**src/rtl/pb_conditioner.sv**
```systemverilog
// -----------------------------------------------------------------------------
// pb_conditioner
// Conditions raw active-low pushbuttons for the scoreboard core: a two-FF
// synchroniser, a per-button debounce FSM, and a press-capture flag. The flag
// is held until the core's 1 Hz TICK consumes it, so each physical press
// counts exactly once however long it is held or however it bounces.
//
// Ports
//   CLK    in   1  system clock, all logic on posedge
//   RST    in   1  synchronous active-high reset
//   PB_N   in   N  raw pushbuttons, active-low, asynchronous to CLK
//   TICK   in   1  one-cycle consume strobe (same signal as the core's EN)
//   PB_Q   out  N  conditioned press flags, active-low (0 = press pending)
//   LEVEL  out  N  debounced button level, active-high (1 = held)
// -----------------------------------------------------------------------------
module pb_conditioner #(
    parameter int unsigned N         = 4,
    parameter int unsigned DB_CYCLES = 1_000_000,
    parameter int unsigned CW        = 20
) (
    input  logic         CLK,
    input  logic         RST,
    input  logic [N-1:0] PB_N,
    input  logic         TICK,
    output logic [N-1:0] PB_Q,
    output logic [N-1:0] LEVEL
);

    typedef enum logic [1:0] {
        RELEASED    = 2'd0,
        PRESS_CHK   = 2'd1,
        PRESSED     = 2'd2,
        RELEASE_CHK = 2'd3
    } db_state_t;

    localparam logic [CW-1:0] CNT_LAST = CW'(DB_CYCLES - 1);
    localparam logic [CW-1:0] CNT_ONE  = CW'(1);
    localparam logic [CW-1:0] CNT_ZERO = CW'(0);

    logic [N-1:0]  sync1;
    logic [N-1:0]  sync2;
    db_state_t     state     [N];
    db_state_t     state_nxt [N];
    logic [CW-1:0] cnt       [N];
    logic [CW-1:0] cnt_nxt   [N];
    logic [N-1:0]  accept;
    logic [N-1:0]  pending;
    logic [N-1:0]  pending_nxt;
    logic [N-1:0]  level_nxt;

    // PB_Q is the storage for the pending flag itself (active-low).
    assign pending = ~PB_Q;

    // Two-FF synchroniser; the only logic that touches raw PB_N.
    always_ff @(posedge CLK) begin
        if (RST) begin
            sync1 <= '1;
            sync2 <= '1;
        end else begin
            sync1 <= PB_N;
            sync2 <= sync1;
        end
    end

    // State, counter, level and pending-flag registers.
    always_ff @(posedge CLK) begin
        if (RST) begin
            for (int i = 0; i < int'(N); i++) begin
                state[i] <= RELEASED;
                cnt[i]   <= CNT_ZERO;
            end
            LEVEL <= '0;
            PB_Q  <= '1;
        end else begin
            for (int i = 0; i < int'(N); i++) begin
                state[i] <= state_nxt[i];
                cnt[i]   <= cnt_nxt[i];
            end
            LEVEL <= level_nxt;
            PB_Q  <= ~pending_nxt;
        end
    end

    // Per-button debounce next-state; a level change needs DB_CYCLES
    // consecutive agreeing synced samples.
    always_comb begin
        accept      = '0;
        level_nxt   = '0;
        pending_nxt = '0;
        for (int i = 0; i < int'(N); i++) begin
            state_nxt[i] = state[i];
            cnt_nxt[i]   = cnt[i];
            case (state[i])
                RELEASED: begin
                    if (!sync2[i]) begin
                        state_nxt[i] = PRESS_CHK;
                        cnt_nxt[i]   = CNT_ONE;
                    end else begin
                        cnt_nxt[i]   = CNT_ZERO;
                    end
                end
                PRESS_CHK: begin
                    if (sync2[i]) begin
                        state_nxt[i] = RELEASED;
                        cnt_nxt[i]   = CNT_ZERO;
                    end else if (cnt[i] == CNT_LAST) begin
                        state_nxt[i] = PRESSED;
                        cnt_nxt[i]   = CNT_ZERO;
                        accept[i]    = 1'b1;
                    end else begin
                        cnt_nxt[i]   = cnt[i] + CNT_ONE;
                    end
                end
                PRESSED: begin
                    if (sync2[i]) begin
                        state_nxt[i] = RELEASE_CHK;
                        cnt_nxt[i]   = CNT_ONE;
                    end
                end
                RELEASE_CHK: begin
                    if (!sync2[i]) begin
                        state_nxt[i] = PRESSED;
                        cnt_nxt[i]   = CNT_ZERO;
                    end else if (cnt[i] == CNT_LAST) begin
                        state_nxt[i] = RELEASED;
                        cnt_nxt[i]   = CNT_ZERO;
                    end else begin
                        cnt_nxt[i]   = cnt[i] + CNT_ONE;
                    end
                end
                default: begin
                    state_nxt[i] = RELEASED;
                    cnt_nxt[i]   = CNT_ZERO;
                end
            endcase
            level_nxt[i]   = (state_nxt[i] == PRESSED) || (state_nxt[i] == RELEASE_CHK);
            // A new press wins over a coincident TICK so it is not lost.
            pending_nxt[i] = accept[i] | (pending[i] & ~TICK);
        end
    end

endmodule

```
**config.mk**
```make
export PLATFORM = sky130hd
export DESIGN_NAME = pb_conditioner
export DESIGN_NICKNAME = d
export VERILOG_FILES = /design/src/rtl/pb_conditioner.sv
export SDC_FILE = /design/constraint.sdc
export NUM_CORES = 1
export LEC_CHECK = 0
export BUFFER_PORTS_ARGS = -buffer_cell sky130_fd_sc_hd__buf_2
export CAP_MARGIN = 20
export CORE_MARGIN = 1
export CORE_UTILIZATION = 60
export CTS_CLUSTER_SIZE = 10
export DETAILED_ROUTE_END_ITERATION = 8
export PLACE_DENSITY = 0.88
export SLEW_MARGIN = 10
export SYNTH_ARGS = -nofsm -noshare
export SYNTH_HDL_FRONTEND = slang
export SYNTH_SLANG_ARGS = --single-unit
```
**constraint.sdc**
```tcl
create_clock -name CLK -period 5.3 [get_ports CLK]
set_clock_uncertainty 0.05 [all_clocks]
set_input_delay 1.06 -clock CLK [delete_from_list [all_inputs] [get_ports CLK]]
set_output_delay 1.06 -clock CLK [all_outputs]
set_load 0.01 [all_outputs]
```
# After elaboration in Yosys (flattened, before gate mapping)
# Memories as Yosys holds them, arrays and structs flattened.
# Index checks and enable logic that the tools add are counted.
# classes
n_addsub	4
bitwise	19
n_eq_ne	24
muxes	75
reduce_logical	8
# ops
op	n
$mux 20	20
$pmux 20 s4	4
$add 20x1->20 const B	4
$eq 20x20->1 const B	4
$mux 2	28
$eq 2x2->1 const B	16
$pmux 2 s4	4
$mux 1	19
$or 1x1->1	12
$eq 2x1->1 const B	4
$logic_not 2->1	4
$not 4->4	2
$and 1x1->1	4
$logic_or 1x1->1	4
$not 1->1	1
# word_totals
reg_bits	16
inputBits	7
mem_bits_rw	88
n_memories	2
wordCells	136
out_inout_bits	8
# memory_table
name	words	word_bits	read_ports	rd_clocked_by_memory_dff	write_ports	line_no	rtl
cnt	4	20	4	0	4	44	logic [CW-1:0] cnt [N];
state	4	2	4	0	4	42	db_state_t state [N];

# Longest topological paths before layout
# An unclocked memory read counts as a cell.
# logic_depth
depth_word	7
ltp_mapped	8
ltp_nobuf	6

# Worst setup path before layout
# No wires, ideal clock.
# synth_path
path_kind	input -> register
start	input RST
end	memory cnt[3][19]
n_path_buf	1
path_stages	5
arrival_time_ps	2023
setup_slack_ps	3153
t_required_ps	5176
setup_time_ps	74
path_cell_list	nand3b_1 > a21oi_1 > buf_2 > o21ai_0 > a31oi_1
# synth_lines
item	line_no	rtl
start, declared	22	input logic RST,
end, declared	44	

==> parameters.txt <==
Parameter                              Value

Run status
  Outcome    completed

Min path
  Hold Path Depth    1
  Min-delay src    sync1[2]
  Hold Crit Endpoint    sync2[2]
  Min-delay worst type    flip-flop to flip-flop

Logic synthesis
  Asr flop ratio synth    0
  Post-synth cell types    64
  Top-count cell post-synth    dfxtp_1
  Net count after synthesis    619
  Fraction of synthesized cell area taken by the top area cell type    0.409
  Number of flops mapped to enable cells by yosys    0
  Share of the yosys chip area belonging to registers    0.409
  Top cells by instance count after synthesis    103 x dfxtp_1, 62 x nand2_1, 56 x a21oi_1
  Largest cells by area after synthesis    dfxtp_1 41%, a21oi_1 5.6%, nand2_1 4.6%
  Number of synthesized register bits    103
  Synth warnings    0
  Cells after synthesis    608
  Area of the mapped netlist    5040 um2
  Primary FF master, synth    dfxtp_1
  Average size of a mapped cell    8.29 um2
  Top cell type by total area after synthesis    dfxtp_1

Clock network
  Clk buf depth    2
  Setup repair bufs after CTS    0
  CTS-repair resized insts    0
  Clock tree root buffer cell    clkbuf_8
  Number of clock sinks    103
  CTS Buf Count    9
  Clock latency of the later-clocked register in the worst-skew pair    360 ps
  Number of hold-repair buffers added at the cts stage    0
  Max H-tree Level    3
  Clock tree from TritonCTS    yes
  Clock slew at the register clock pins of the worst setup and hold paths    90 ps

Detailed routing
  Wire length per cell after detailed routing    14.7 um
  Number of violations reported at the end of detailed-routing iteration 0    209
  DRC errors left    0
  Routed wire length    10,600 um
  Count of vias placed by the detailed router    4,531
  Vias per Instance    6.31
  Final ANT Viol Nets    0
  Pre-antenna DRT Iters    5

Timing
  Worst hold slack    369 ps
  Sum Neg Setup Slack    0 ps
  Unrepaired setup endpoints after global routing    false
  Post-layout min period    2630 ps
  Setup violators final    0
  Maximum clock frequency    380 MHz
  Worst slew margin relative to its limit    0.334
  Final Hold Fails    0
  Total count of max-transition violations in the final report    0
  Fin worst setup slack    2670 ps
  Transition time at the pin with the least slew margin    991 ps
  Final period utilization    0.497

Global route
  First-pass GRT wire length    17,700 um
  Pin count of the biggest net entering global routing    52
  Global route total overflow    0
  Number of antenna violations at the first check in global routing    0
  Number of global-route vias before repair    4,141
  Global-route total usage across every layer    0.250

Finish
  Post-synthesis to final-layout area growth    5.63%
  Layout cell share with drive strength beyond 1    0.0930
  Number of nets in the final layout    621
  Post-route design area    5330 um2
  Number of diodes added for antenna fixing    0

Critical path
  Minimum setup slack among reg-to-reg paths    2890 ps
  Critical Path AT    2870 ps
  Worst setup path class    input port to flip-flop
  Critical register-to-register path startpoint    cnt[1][0]
  Count of cells along the worst register-to-register path    6
  Critical Path Source Type    input port
  R2r endpoint    cnt[1][18]
  Crit path capture type    flip-flop
  Largest fanout of any net on the critical path    51
  Data required time of the critical path    5540 ps

Floorplan
  Core Region    8180 um2
  Floorplan die height    93.7 um
  Top-level port count    15
  Starting utilization of the core area    0.617
  Standard-cell rows    33
  Die area    8770 um2
  Chip width    93.7 um

Placed design
  Cell area reported after detailed placement    5140 um2
  PortBufs    14
  DPL Wire Length    7290 um
  Routability cong.    0.821
  Dpl ws    2350 ps

Flow run
  Number of violations of the max-capacitance limit    0

Power
  Power per Cell Area    240 nW/um2
  Leakage power summed over all cells    1.74 nW
  Total power    1.28 mW
  Maximum ir drop on the vdd rail    200 uV
-- state kept, by name (all words and copies together), names as in the netlist --
| register | count |
|---|---|
| LEVEL | 3 |
| cnt | 80 |
| sync2 | 4 |
| PB_Q | 4 |
| state | 8 |
| sync1 | 4 |
-- kinds of logic after synthesis --
family / count (synthesis) / synth area share
XOR/XNOR: 17 / 0.0295
multiplexers: 11 / 0.0218
flip-flops: 103 / 0.409
adder cells (fa/ha/maj): 4 / 0.00993
AO/OA/AOI/OAI: 163 / 0.198
AND/OR/NAND/NOR: 265 / 0.291
buffers and inverters: 45 / 0.0407
-- per-layer routing --
| layer | GRT usage | share of wire |
|---|---|---|
| met5 | 0 | 0 |
| met3 | 0.0494 | 0.044 |
| met4 | 0.0859 | 0.010 |
| met2 | 0.441 | 0.50 |
| met1 | 0.303 | 0.45 |
-- through the flow --
step | cells | util
floorplan | 608 | -
global placement | 703 | 0.629
detailed placement | 703 | 0.629
CTS | 717 | 0.651
global route | 718 | 0.651
finish | 718 | 0.651
-- critical path, cell delays in order --
cell and delay [ps]:
buf_2 340, a211oi_2 860, buf_4 330, a31oi_1 100, a31oi_1 170
-- final cells by class --
class | count | area [um2]
inverters | 17 | 63.8
clock buffers | 13 | 149
fillers | 663 | 2850
clock inverters | 1 | 30.0
well taps | 105 | 131
multi-input cells | 460 | 2780
repair buffers | 19 | 105
flip-flops and latches | 103 | 2060
-- how the worst max path moves through the flow --
stage,cells past startpoint,startpoint,to
2_1_floorplan,5,RST,cnt[3][19]
3_3_place_gp,5,RST,cnt[2][19]
3_5_place_dp,5,RST,cnt[2][15]
4_1_cts,5,RST,cnt[2][15]
5_1_grt,5,RST,cnt[2][14]
6_report,5,RST,cnt[2][15]
-- placed cells by master (no fill, tap or decap), types with 2 or more instances in the layout --
cell,n
o22ai_1,2
a21o_1,4
nor2_1,41
nor3b_1,3
buf_2,15
xor2_1,7
or3_1,8
or2_2,13
a22o_1,10
a2111oi_0,2
inv_1,17
mux2i_1,11
a21oi_1,56
nand3_1,40
and4_1,8
nand2_1,62
and3_1,5
clkbuf_1,3
nor4_2,3
a31oi_1,36
and2_1,4
o21ai_0,29
ha_1,4
buf_4,4
and3b_1,3
nand4_1,19
a41oi_1,6
xnor2_1,10
nor3_1,11
dfxtp_1,103
a211oi_2,2
or4_1,2
clkbuf_8,10
nor4_1,8
a22oi_1,4
nand3b_1,5
nand2b_1,14
a311oi_1,2
-- report_power, final --
group / leakage (nW) / total, mW / switching, mW / internal, mW
clock network: 0.0896 / 0.476 / 0.249 / 0.227
logic: 0.818 / 0.0188 / 0.0107 / 0.00812
registers: 0.832 / 0.782 / 0.00422 / 0.778
(Power assumes the default switching activity.)
